File: src/rtl/rf_writeback_queue_pkg.sv
// Shared sizing defaults and the write-request record for the register file
// writeback queue.
package rf_wb_pkg;

    localparam int RF_AW       = 5;
    localparam int RF_DW       = 32;
    localparam int RF_WB_DEPTH = 4;
    localparam int PTR_W       = $clog2(RF_WB_DEPTH);

    typedef struct packed {
        logic [RF_AW-1:0] addr;
        logic [RF_DW-1:0] data;
    } rf_wr_t;

endpackage

File: src/rtl/rf_writeback_queue_if.sv
// Request, register-file write port and read-bypass signals of the
// writeback queue. The slave side is the queue itself.
interface rf_writeback_queue_if #(
    parameter int DEPTH = rf_wb_pkg::RF_WB_DEPTH,
    parameter int AW    = rf_wb_pkg::RF_AW,
    parameter int DW    = rf_wb_pkg::RF_DW
);
    localparam int CW = $clog2(DEPTH) + 1;

    logic          in_valid;
    logic          in_ready;
    logic [AW-1:0] in_addr;
    logic [DW-1:0] in_data;
    logic          drain_en;
    logic          we3;
    logic [AW-1:0] wa3;
    logic [DW-1:0] wd3;
    logic [AW-1:0] ra1;
    logic [AW-1:0] ra2;
    logic          byp1_hit;
    logic [DW-1:0] byp1_data;
    logic          byp2_hit;
    logic [DW-1:0] byp2_data;
    logic [CW-1:0] count;
    logic          empty;
    logic          full;

    modport slave (
        input  in_valid, in_addr, in_data, drain_en, ra1, ra2,
        output in_ready, we3, wa3, wd3, byp1_hit, byp1_data,
               byp2_hit, byp2_data, count, empty, full
    );

    modport master (
        output in_valid, in_addr, in_data, drain_en, ra1, ra2,
        input  in_ready, we3, wa3, wd3, byp1_hit, byp1_data,
               byp2_hit, byp2_data, count, empty, full
    );

endinterface

File: src/rtl/rf_writeback_queue_bypass.sv
// Youngest-wins match of one read address against the pending writes:
// output register (oldest), then queue entries from head towards tail.
module rf_wb_bypass #(
    parameter  int DEPTH = rf_wb_pkg::RF_WB_DEPTH,
    parameter  int AW    = rf_wb_pkg::RF_AW,
    parameter  int DW    = rf_wb_pkg::RF_DW,
    localparam int PW    = $clog2(DEPTH)
) (
    input  logic [AW-1:0]             ra_i,
    input  logic [DEPTH-1:0][AW-1:0]  addr_i,
    input  logic [DEPTH-1:0][DW-1:0]  data_i,
    input  logic [DEPTH-1:0]          valid_i,
    input  logic [PW-1:0]             head_i,
    input  logic                      out_vld_i,
    input  logic [AW-1:0]             out_addr_i,
    input  logic [DW-1:0]             out_data_i,
    output logic                      hit_o,
    output logic [DW-1:0]             data_o
);

    // Walk oldest to youngest so a later match overrides an earlier one.
    always_comb begin
        logic [PW-1:0] idx;
        hit_o  = 1'b0;
        data_o = '0;
        idx    = '0;
        if (out_vld_i && out_addr_i == ra_i) begin
            hit_o  = 1'b1;
            data_o = out_data_i;
        end
        for (int i = 0; i < DEPTH; i++) begin
            idx = head_i + PW'(i);
            if (valid_i[idx] && addr_i[idx] == ra_i) begin
                hit_o  = 1'b1;
                data_o = data_i[idx];
            end
        end
        // r0 is hardwired zero and never has a pending write.
        if (ra_i == '0) begin
            hit_o  = 1'b0;
            data_o = '0;
        end
    end

endmodule

File: src/rtl/rf_writeback_queue.sv
// In-order writeback queue feeding register file write port 3, with read
// bypass of writes that are queued or sitting in the output register.
module rf_writeback_queue
    import rf_wb_pkg::*;
#(
    parameter int DEPTH = RF_WB_DEPTH,
    parameter int AW    = RF_AW,
    parameter int DW    = RF_DW
) (
    input  logic                  clk,
    input  logic                  reset,
    rf_writeback_queue_if.slave   bus
);

    localparam int PW = $clog2(DEPTH);
    localparam int CW = $clog2(DEPTH) + 1;

    logic [DEPTH-1:0][AW-1:0] addr_q;
    logic [DEPTH-1:0][DW-1:0] data_q;
    logic [PW-1:0]            head_q, head_d;
    logic [PW-1:0]            tail_q, tail_d;
    logic [CW-1:0]            count_q, count_d;
    logic                     we3_q, we3_d;
    logic [AW-1:0]            wa3_q, wa3_d;
    logic [DW-1:0]            wd3_q, wd3_d;
    logic [DEPTH-1:0]         valid;
    logic                     full, empty, push, pop;

    assign full  = (count_q == CW'(DEPTH));
    assign empty = (count_q == '0);
    // Writes to r0 are acknowledged but dropped.
    assign push  = bus.in_valid && !full && (bus.in_addr != '0);
    assign pop   = bus.drain_en && !empty;

    // Pointer, occupancy and output-register next state.
    always_comb begin
        head_d  = head_q;
        tail_d  = tail_q;
        count_d = count_q;
        we3_d   = 1'b0;
        wa3_d   = wa3_q;
        wd3_d   = wd3_q;
        if (push) tail_d = tail_q + 1'b1;
        if (pop) begin
            head_d = head_q + 1'b1;
            we3_d  = 1'b1;
            wa3_d  = addr_q[head_q];
            wd3_d  = data_q[head_q];
        end
        case ({push, pop})
            2'b10:   count_d = count_q + 1'b1;
            2'b01:   count_d = count_q - 1'b1;
            default: count_d = count_q;
        endcase
    end

    // Control state with synchronous active-low reset.
    always_ff @(posedge clk) begin
        if (!reset) begin
            head_q  <= '0;
            tail_q  <= '0;
            count_q <= '0;
            we3_q   <= 1'b0;
            wa3_q   <= '0;
            wd3_q   <= '0;
        end else begin
            head_q  <= head_d;
            tail_q  <= tail_d;
            count_q <= count_d;
            we3_q   <= we3_d;
            wa3_q   <= wa3_d;
            wd3_q   <= wd3_d;
        end
    end

    // Entry storage; occupancy alone decides validity, so no reset needed.
    always_ff @(posedge clk) begin
        if (reset && push) begin
            addr_q[tail_q] <= bus.in_addr;
            data_q[tail_q] <= bus.in_data;
        end
    end

    // An entry is live when its distance from head is below count.
    always_comb begin
        logic [PW-1:0] age;
        age   = '0;
        valid = '0;
        for (int j = 0; j < DEPTH; j++) begin
            age      = PW'(j) - head_q;
            valid[j] = ({1'b0, age} < count_q);
        end
    end

    rf_wb_bypass #(.DEPTH(DEPTH), .AW(AW), .DW(DW)) u_byp1 (
        .ra_i       (bus.ra1),
        .addr_i     (addr_q),
        .data_i     (data_q),
        .valid_i    (valid),
        .head_i     (head_q),
        .out_vld_i  (we3_q),
        .out_addr_i (wa3_q),
        .out_data_i (wd3_q),
        .hit_o      (bus.byp1_hit),
        .data_o     (bus.byp1_data)
    );

    rf_wb_bypass #(.DEPTH(DEPTH), .AW(AW), .DW(DW)) u_byp2 (
        .ra_i       (bus.ra2),
        .addr_i     (addr_q),
        .data_i     (data_q),
        .valid_i    (valid),
        .head_i     (head_q),
        .out_vld_i  (we3_q),
        .out_addr_i (wa3_q),
        .out_data_i (wd3_q),
        .hit_o      (bus.byp2_hit),
        .data_o     (bus.byp2_data)
    );

    assign bus.in_ready = !full;
    assign bus.we3      = we3_q;
    assign bus.wa3      = wa3_q;
    assign bus.wd3      = wd3_q;
    assign bus.count    = count_q;
    assign bus.empty    = empty;
    assign bus.full     = full;

endmodule

File: src/flat_wrapper.sv
// flat-port wrapper written by rule: the top's interface ports become plain ports
module rf_writeback_queue_flat import rf_wb_pkg::*;
#(
    parameter int DEPTH = RF_WB_DEPTH,
    parameter int AW    = RF_AW,
    parameter int DW    = RF_DW
)
  (clk, reset, bus_in_valid, bus_in_addr, bus_in_data, bus_drain_en, bus_ra1, bus_ra2, bus_in_ready, bus_we3, bus_wa3, bus_wd3, bus_byp1_hit, bus_byp1_data, bus_byp2_hit, bus_byp2_data, bus_count, bus_empty, bus_full);
  rf_writeback_queue_if #(.DEPTH(DEPTH), .AW(AW), .DW(DW)) bus_i ();
  input  logic clk;
  input  logic reset;
  input wire logic [$bits(bus_i.in_valid)-1:0] bus_in_valid;
  input wire logic [$bits(bus_i.in_addr)-1:0] bus_in_addr;
  input wire logic [$bits(bus_i.in_data)-1:0] bus_in_data;
  input wire logic [$bits(bus_i.drain_en)-1:0] bus_drain_en;
  input wire logic [$bits(bus_i.ra1)-1:0] bus_ra1;
  input wire logic [$bits(bus_i.ra2)-1:0] bus_ra2;
  output wire logic [$bits(bus_i.in_ready)-1:0] bus_in_ready;
  output wire logic [$bits(bus_i.we3)-1:0] bus_we3;
  output wire logic [$bits(bus_i.wa3)-1:0] bus_wa3;
  output wire logic [$bits(bus_i.wd3)-1:0] bus_wd3;
  output wire logic [$bits(bus_i.byp1_hit)-1:0] bus_byp1_hit;
  output wire logic [$bits(bus_i.byp1_data)-1:0] bus_byp1_data;
  output wire logic [$bits(bus_i.byp2_hit)-1:0] bus_byp2_hit;
  output wire logic [$bits(bus_i.byp2_data)-1:0] bus_byp2_data;
  output wire logic [$bits(bus_i.count)-1:0] bus_count;
  output wire logic [$bits(bus_i.empty)-1:0] bus_empty;
  output wire logic [$bits(bus_i.full)-1:0] bus_full;
  assign bus_i.in_valid = bus_in_valid;
  assign bus_i.in_addr = bus_in_addr;
  assign bus_i.in_data = bus_in_data;
  assign bus_i.drain_en = bus_drain_en;
  assign bus_i.ra1 = bus_ra1;
  assign bus_i.ra2 = bus_ra2;
  assign bus_in_ready = bus_i.in_ready;
  assign bus_we3 = bus_i.we3;
  assign bus_wa3 = bus_i.wa3;
  assign bus_wd3 = bus_i.wd3;
  assign bus_byp1_hit = bus_i.byp1_hit;
  assign bus_byp1_data = bus_i.byp1_data;
  assign bus_byp2_hit = bus_i.byp2_hit;
  assign bus_byp2_data = bus_i.byp2_data;
  assign bus_count = bus_i.count;
  assign bus_empty = bus_i.empty;
  assign bus_full = bus_i.full;
  rf_writeback_queue #(.DEPTH(DEPTH), .AW(AW), .DW(DW)) u_core (.clk(clk), .reset(reset), .bus(bus_i));
endmodule
File: config.mk
export PLATFORM = sky130hd
export DESIGN_NAME = rf_writeback_queue_flat
export DESIGN_NICKNAME = d
export VERILOG_FILES = /design/src/rtl/rf_writeback_queue_pkg.sv /design/src/rtl/rf_writeback_queue_if.sv /design/src/rtl/rf_writeback_queue_bypass.sv /design/src/rtl/rf_writeback_queue.sv /design/src/flat_wrapper.sv
export SDC_FILE = /design/constraint.sdc
export NUM_CORES = 1
export LEC_CHECK = 0
export BUFFER_PORTS_ARGS = -buffer_cell sky130_fd_sc_hd__buf_2
export CAP_MARGIN = 15
export CELL_PAD_IN_SITES_DETAIL_PLACEMENT = 0
export CELL_PAD_IN_SITES_GLOBAL_PLACEMENT = 1
export CORE_MARGIN = 4
export CORE_UTILIZATION = 35
export DETAILED_ROUTE_END_ITERATION = 10
export GPL_TIMING_DRIVEN = 0
export PLACE_DENSITY = 0.65
export SYNTH_ARGS = -nofsm -noshare
export SYNTH_HDL_FRONTEND = slang
export SYNTH_SLANG_ARGS = --single-unit
export TNS_END_PERCENT = 30
File: constraint.sdc
create_clock -name clk -period 7.7 [get_ports clk]
set_input_delay 1.155 -clock clk [delete_from_list [all_inputs] [get_ports clk]]
set_output_delay 1.155 -clock clk [all_outputs]
set_load 0.01 [all_outputs]
After elaboration in Yosys (flattened, before gate mapping):

Index checks and enable logic that the tools add are counted.

* bits in registers: 193
* logic and storage cells: 125

* $add $sub $neg: 10
* order comparisons: 10
* equality and inequality tests: 13
* mux-type cells: 56
* reduce and logical (&&, ||, !) cells: 22

Operator list (number)
* two-way mux 32 bit: 17
* binary-select mux 32 bit (select 2 bit): 4
* bitwise mux 128 bit: 1
* demux 32 bit (select 2 bit): 1
* equality test 5 bit: 10
* binary-select mux 5 bit (select 2 bit): 4
* two-way mux 5 bit: 5
* bitwise mux 20 bit: 1
* two-way mux 1 bit: 17
* logical AND 1 bit: 15
* less-than comparator 2 x 3 -> 1 bit, second input constant: 5
* less-than comparator 2 x 3 -> 1 bit: 4
* demux 5 bit (select 2 bit): 1
* logical NOT 5 bit: 2
* binary-select mux 1 bit (select 2 bit): 4
* case mux 3 bit (2 select lines): 1
* nonzero test 5 bit: 1
* adder 2 x 1 -> 2 bit, second input constant: 2
* adder 2 bit, second input constant: 2
* subtractor 1 x 2 -> 2 bit, first input constant: 2
* subtractor 2 bit, first input constant: 2
* adder 3 x 1 -> 3 bit, second input constant: 1
* equality test 3 bit, second input constant: 1
* logical NOT 3 bit: 1
* other kinds (6): 7

Logic depth before layout (Yosys ltp):

Gate-level depths: netlist of run 1.

* word-level depth: 10
* gate-level depth with buffers: 20
* gate-level depth less buffers: 10

Modules after synthesis:

A second synthesis of run 1 with hierarchy kept.

* cell total of the unflattened synthesis: 1954
* area total of the unflattened synthesis: 17800.8 um^2

By module, submodules not included
* rf_wb_bypass: instances 2, cells an instance 803, area an instance 5358.9 um^2, seq. area each 0.0 um^2
* rf_writeback_queue: instances 1, cells an instance 348, area an instance 7083.0 um^2, seq. area each 5345.1 um^2

Worst setup path before layout of run 1:

No wires, ideal clock.

* kind: register to output
* start: register u_core.head_q[0]
* end: output bus_byp1_data[11]
* data arrival time: 4.195 ns
* required time: 6.545 ns
* slack: 2.350 ns
* cell stages (with the launch flop): 19
* cells stage by stage: dfxtp_1 buf_2 buf_2 buf_2 clkbuf_1 clkbuf_1 clkbuf_1 xnor2_1 ha_1 or3b_2 o311ai_0 a21oi_1 a211o_1 buf_2 inv_1 nor2_1 buf_2 buf_2 a311oi_1

* longest elaborated chain between the ends: 10
* elaborated cells on any way between the ends: 48
* those cells by class: 7 x add/sub; 4 x order compare; 4 x eq/ne; 29 x mux; 4 x reduce/logical

RTL lines
* start, declared: RTL line rf_writeback_queue.sv:20 `logic [PW-1:0] head_q, head_d;`
* start signal, assigned: RTL line rf_writeback_queue.sv:60 `head_q <= '0;`
* start signal, assigned: RTL line rf_writeback_queue.sv:67 `head_q <= head_d;`
* subtractor 1 x 2 -> 2 bit / subtractor 2 bit (equally long branches): RTL line rf_writeback_queue.sv:90 `age = PW'(j) - head_q;`
* less-than comparator 2 x 3 -> 1 bit: RTL line rf_writeback_queue.sv:91 `valid[j] = ({1'b0, age} < count_q);`
* binary-select mux 1 bit (select 2 bit): RTL line rf_writeback_queue_bypass.sv:33 `if (valid_i[idx] && addr_i[idx] == ra_i) begin`
* two-way mux 1 bit (not written as such): RTL line rf_writeback_queue_bypass.sv:33
* logical AND 1 bit: RTL line rf_writeback_queue_bypass.sv:33
* two-way mux 32 bit (3 in a row): RTL line rf_writeback_queue_bypass.sv:33
* two-way mux 32 bit *: RTL line rf_writeback_queue_bypass.sv:33
* two-way mux 32 bit *: RTL line rf_writeback_queue_bypass.sv:39 `if (ra_i == '0) begin`
* end, declared: RTL line flat_wrapper.sv:23 `output wire logic [$bits(bus_i.byp1_data)-1:0] bus_byp1_data;`

Every way passes the cells marked *; elsewhere a longest branch is shown, timed or not. The select of a mux whose other input is x is not followed.

Worst setup path after layout of run 1:

* start: register u_core.head_q[1]
* end: output bus_byp1_data[20]

Same word-level chain as after synthesis.

==> flow_summary.ini, run 1 <==
[grt]
antenna_found_initial = 1
grt-ovfl-total = 0
grt_pass1_vias = 12685
grt_util_all_layers = 0.263
grt_start_max_net_pins = 26
grt_pass1_wl_um = 82700

[detailed_routing]
drc_errors = 0
drtIter0Drc = 1396
via_count = 12984
via_per_inst = 5.87
firstDrtPassIters = 6
antenna_left = 0
wirelength_um = 56900
wl_per_cell_um = 25.7

[worst_setup_path]
cp.arrival_ns = 6.34
critPathMaxStageDelay_ns = 0.57
crit_slowest_cell = a311oi_1
crit_chain = buf_6, buf_6, buf_6, buf_4, buf_4, buf_2, buf_2, buf_4, xnor2_1, ha_1, or3b_2, o311ai_0, a21oi_1, a211o_1, buf_2, inv_1, nor2_1, buf_2, buf_2, a311oi_1, buf_2
startpoint_type = register
end_kind = output pin
cp_max_fo = 10
worstPathRequired_ns = 6.55
critPathTopFamily = buffers and inverters
crit_path_frequent_cell = buf_2
criticalPathCategory = register to output pin
cp.buffers_inverters = 13

[yosys]
ys.flop_type = edfxtp_1
ys.warnings.count = 0
ys_seq_elements = 193
syn_nets = 1569
ys_seq_area_frac = 0.387
yosysUniqueCellTypes = 58
syn_inst = 1508
async_reset_ff_frac = 0
synth_edf_count = 148
syn_area_per_cell_um2 = 9.15
netlist_area_um2 = 13800

[clocking]
clock_sink_count = 193
cts_tree = yes
post_cts.repair.setup_buffers = 0
worstSkewPairLatency_ns = 0.47
holdBufCountCts = 0
htreeDepth = 4
clock_path_buffers = 2
clk_pin_slew_worst_paths_ns = 0.08
cts_buffers = 17
clock_tree.root_cell = clkbuf_16

[finish]
drive_gt1_frac = 0.176
final_cell_mix = 202 x nand2_1, 176 x buf_2, 148 x edfxtp_1, 122 x mux2i_1, 102 x a21oi_1
layout_commonest_cell = nand2_1
num-nets-final = 1741
stdcell_area_um2 = 15900
syn2layout_area_growth_pct = 15.1
antennaDiodeCount = 0
final_util = 0.409

[placed_design]
globalplace.congestion = 0.913
place_area_um2 = 15300
portBuffers = 149
place_hpwl_um = 40500
dp_slack_ns = 0.266

[power_and_ir_drop]
cellPowerDensity_nw_per_um2 = 291
vdd_drop_max_uv = 208
leakage_nw = 5.81
power_w = 0.00461

[run]
drv_cap = 0

[timing]
clock_skew_ns = 0.0117
max_freq_ghz = 0.133
setup_viol = 0
tightest_slew_ns = 1.18
rsz0062_at_grt = no
worst_slack_ns = 0.204
slew_violations = 0
period_needed_ns = 7.50
setup-tns-final_ns = 0
max-slew-margin-rel = 0.207
finalHoldViolations = 0
min_period_over_period = 0.974

[floorplan]
fp.coreArea_um2 = 38800
fp.dieW_um = 207
start_util = 0.355
dieArea_um2 = 42700
num_io_pins = 161
die_h_um = 207
num_rows = 72

[min_path]
hold_path_class = register to register

[status]
outcome = finished clean
==> where the power goes <==
group,internal (W),switching [W]
Clock,0.000466,0.000457
Combinational,0.000742,0.00160
Sequential,0.00123,0.000117
==> cell usage after synthesis, drive strengths merged, types with 2 or more instances <==
cell type	instances	area share
a21oi	102	0.037
edfxtp	148	0.32
or3	4	0.0018
or4	5	0.0030
a21boi	35	0.019
mux4	10	0.016
nand3	66	0.024
a211oi	35	0.023
a21o	2	0.0011
nand4	2	0.00091
nor4	4	0.0018
buf	53	0.021
and3	38	0.017
o31ai	4	0.0022
nor3	39	0.014
xor2	22	0.014
xnor2	46	0.029
o21bai	3	0.0016
clkbuf	88	0.024
nor2b	29	0.013
and2	66	0.030
o211ai	2	0.0011
o31a	28	0.018
o311ai	2	0.0013
or2	2	0.00091
o32ai	5	0.0032
inv	14	0.0038
o21ai	96	0.035
nand2b	3	0.0014
a31oi	2	0.00091
mux2	34	0.028
mux2i	125	0.093
nor2	57	0.016
dfxtp	45	0.065
a211o	8	0.0051
nand2	202	0.055
o21a	2	0.0011
o221ai	27	0.017
a311oi	35	0.022
ha	9	0.0082
==> what timing repair did <==
action	CTS	global route
gates resized for setup	1	7
hold endpoints to repair	0	0
setup endpoints to repair	44	61
==> worst min-delay path: cells and delay by family, from the launching register on <==
kind / cells / cell delay (ns)
DFF: 1 / 0.35
AOI/OAI and AO/OA: 1 / 0.07
and+or+nand+nor: 1 / 0.06
==> sequential cells by signal, indices dropped and copies added (netlist names) <==
name and count:
u_core.bus.we3 1, u_core.head_q 2, u_core.tail_q 2, u_core.addr_q 20
u_core.bus.wd3 32, u_core.bus.wa3 5, u_core.data_q 128, u_core.bus.count 3
==> final timing paths <==
path	from	endpoint	slack [ns]	depth (start not counted)
min reg2reg	u_core.bus.wd3[26]$_SDFFE_PN0P_	u_core.bus.wd3[26]$_SDFFE_PN0P_	0.53	2
max reg2reg	u_core.bus.count[0]$_SDFFE_PN0P_	u_core.bus.count[2]$_SDFFE_PN0P_	3.83	12
min	u_core.bus.wd3[26]$_SDFFE_PN0P_	u_core.bus.wd3[26]$_SDFFE_PN0P_	0.53	2
max	u_core.head_q[1]$_SDFFE_PN0P_	bus_byp1_data[20]	0.20	21
==> layout make-up <==
| class | count | area, um2 |
|---|---|---|
| Fill cell | 3892 | 22900 |
| Multi-Input combinational cell | 1160 | 7790 |
| Sequential cell | 193 | 5350 |
| Timing Repair Buffer | 153 | 826 |
| Tap cell | 518 | 648 |
| Buffer | 141 | 628 |
| Clock buffer | 18 | 439 |
| Clock inverter | 14 | 153 |
| Inverter | 14 | 52.6 |
==> cell families (layout without fill, tap and decap cells) <==
family,after synthesis,after routing,share of synthesized area
and+or+nand+nor,521,521,0.182
muxes,169,169,0.137
adders and majority gates,10,10,0.00961
xor gates and xnor gates,68,68,0.0432
buffers and inverters,155,340,0.0490
DFF,193,193,0.387
AOI/OAI and AO/OA,392,392,0.193
==> metrics by stage <==
stage | std cells | hold WS (ns)
2_1_floorplan | 1508 | 0.507
3_3_place_gp | 2175 | 0.507
3_5_place_dp | 2179 | 0.507
4_1_cts | 2211 | 0.523
5_1_grt | 2211 | 0.550
6_report | 2211 | 0.526
==> per-layer routing <==
layer	vias up	part of all wire	wire, um	global-route usage
met3	99	0.070	3990	0.0453
met2	606	0.46	26200	0.425
met4	0	0.029	1650	0.0834
met1	6374	0.44	25100	0.360
met5	-	0	0	0
li1	5905	-	-	-
Power figures use the tool's default switching activity.
==> inputs of run 2 (changes only) <==
--- a/config.mk
+++ b/config.mk
@@ -11,9 +11,10 @@
 export CELL_PAD_IN_SITES_GLOBAL_PLACEMENT = 1
 export CORE_MARGIN = 4
 export CORE_UTILIZATION = 35
+export CTS_BUF_LIST = sky130_fd_sc_hd__clkbuf_8
 export DETAILED_ROUTE_END_ITERATION = 10
 export GPL_TIMING_DRIVEN = 0
-export PLACE_DENSITY = 0.65
+export PLACE_DENSITY_LB_ADDON = 0.1
 export SYNTH_ARGS = -nofsm -noshare
 export SYNTH_HDL_FRONTEND = slang
 export SYNTH_SLANG_ARGS = --single-unit
==> run 2 against run 1 <==
Critical path depth shrank 1. Design area shrank 1.2%. Final cell count is the same. Sequential power is essentially flat. Combinational power is essentially flat. Critical path type unchanged. Largest cell class unchanged. Largest power group unchanged.
==> flow_summary.ini, run 2 (synthesized netlist as in run 1, its figures left out) <==
[worst_setup_path]
end_kind = output pin
rr_endpoint = u_core.bus.count[2]$_SDFFE_PN0P_
startpoint_type = register
criticalPathCategory = register to output pin
ff2ff_path_depth = 12
worstPathRequired_ns = 6.55
r2r-start = u_core.bus.count[0]$_SDFFE_PN0P_
cp.arrival_ns = 6.33
r2r_slack_ns = 4.01
cp_max_fo = 10

[clocking]
clock_tree.root_cell = clkbuf_8
clk_pin_slew_worst_paths_ns = 0.11
htreeDepth = 4
post_cts.repair.setup_buffers = 0
cts_tree = yes
cts_buffers = 17
worstSkewPairLatency_ns = 0.51
clock_sink_count = 193
clock_path_buffers = 2
holdBufCountCts = 0
cts_resized = 3

[grt]
grt-ovfl-total = 0
grt_pass1_vias = 12512
grt_start_max_net_pins = 24
grt_pass1_wl_um = 83100
grt_util_all_layers = 0.266
antenna_found_initial = 0

[finish]
antennaDiodeCount = 0
layout_commonest_cell = nand2_1
num-nets-final = 1741
final_cell_mix = 202 x nand2_1, 176 x buf_2, 148 x edfxtp_1, 122 x mux2i_1, 102 x a21oi_1
top_register = u_core.data_q
syn2layout_area_growth_pct = 13.7
largest_register_ffs = 128
stdcell_area_um2 = 15700
drive_gt1_frac = 0.177
instances_no_fill = 2211

[timing]
slew_violations = 0
setup_viol = 0
tightest_slew_ns = 1.28
rsz0062_at_grt = no
period_needed_ns = 7.49
min_period_over_period = 0.973
finalHoldViolations = 0
max_freq_ghz = 0.134
max-slew-margin-rel = 0.144
clock_skew_ns = 0.0170

[min_path]
hold_path_class = register to register
hold_depth = 2
min_from = u_core.bus.wd3[24]$_SDFFE_PN0P_
hold_path_end = u_core.bus.wd3[24]$_SDFFE_PN0P_

[power_and_ir_drop]
leakage_nw = 5.74
cellPowerDensity_nw_per_um2 = 279
vdd_drop_max_uv = 126

[status]
outcome = finished clean

[detailed_routing]
drc_errors = 0
via_count = 12776
via_per_inst = 5.78
wirelength_um = 58100
firstDrtPassIters = 7
wl_per_cell_um = 26.3
drtIter0Drc = 1315
antenna_left = 0

[floorplan]
die_h_um = 207
num_rows = 72
fp.dieW_um = 207
num_io_pins = 161
start_util = 0.355
dieArea_um2 = 42700
fp.coreArea_um2 = 38800

[placed_design]
portBuffers = 149
place_area_um2 = 15300
place_inst = 2179
place_hpwl_um = 41200
globalplace.congestion = 0.903

[run]
drv_cap = 0
run 2: changes by cell type in the layout (fill, tap and decap cells not counted), sizes merged:
cell | before | now
clkbuf | 106 | 109
clkinvlp | 1 | 2
inv | 18 | 20
clkinv | 8 | 2
run 2: metrics by stage:
| stage | hold slack, ns | total power, W | setup WS [ns] | setup TNS, ns | util |
|---|---|---|---|---|---|
| after floorplan | 0.507 | 0.00277 | 2.35 | 0 | - |
| after detailed placement | 0.510 | 0.00368 | 0.0349 | 0 | 0.393 |
| after CTS | 0.524 | 0.00437 | -0.00712 | -0.00712 | 0.403 |
| after global placement | 0.504 | 0.00367 | 0.0923 | 0 | 0.391 |
| after global routing | 0.553 | 0.00460 | 0.00237 | 0 | 0.404 |
| final | 0.519 | 0.00438 | 0.210 | 0 | 0.404 |
run 2: layer usage:
metal,track usage,share of wire,wire length [um],vias up
li1,-,-,-,5906
met2,0.431,0.46,26700,548
met5,0,0,0,-
met1,0.367,0.44,25800,6238
met4,0.0779,0.026,1490,0
met3,0.0447,0.070,4040,84
run 2: worst max-delay path by stage:
stage	startpoint	endpoint	slack [ns]	depth (start not counted)
floorplan	u_core.head_q[0]$_SDFFE_PN0P_	bus_byp1_data[11]	2.35	18
global placement	u_core.head_q[0]$_SDFFE_PN0P_	bus_byp2_data[18]	0.09	16
detailed placement	u_core.head_q[0]$_SDFFE_PN0P_	bus_byp1_data[30]	0.03	17
CTS	u_core.head_q[0]$_SDFFE_PN0P_	bus_byp2_data[18]	-0.007	16
global route	u_core.head_q[1]$_SDFFE_PN0P_	bus_byp1_data[30]	0.002	20
finish	u_core.head_q[1]$_SDFFE_PN0P_	bus_byp1_data[30]	0.21	20
run 2: layout make-up:
class | count | area (um2)
Sequential cell | 193 | 5350
Timing Repair Buffer | 153 | 826
Clock buffer | 21 | 289
Fill cell | 3973 | 23100
Clock inverter | 11 | 91.3
Tap cell | 518 | 648
Inverter | 14 | 52.6
Multi-Input combinational cell | 1160 | 7810
Buffer | 141 | 631
run 2: where the power goes:
group	internal (W)	total (W)	switching, W
logic	0.000745	0.00236	0.00162
clock network	0.000288	0.000676	0.000388
registers	0.00123	0.00135	0.000113
run 2: critical path, cell delays in order (launching register included):
cell      delay (ns)
dfxtp_1         0.40
buf_6           0.16
buf_6           0.18
buf_6           0.20
buf_4           0.21
buf_4           0.24
buf_2           0.32
buf_2           0.41
buf_4           0.35
xnor2_1         0.18
ha_1            0.28
or3b_2          0.46
o311ai_0        0.15
a21oi_1         0.23
a211o_1         0.32
buf_2           0.23
clkbuf_1        0.42
nand3_1         0.18
o21ai_0         0.13
a311oi_2        0.52
buf_2           0.23
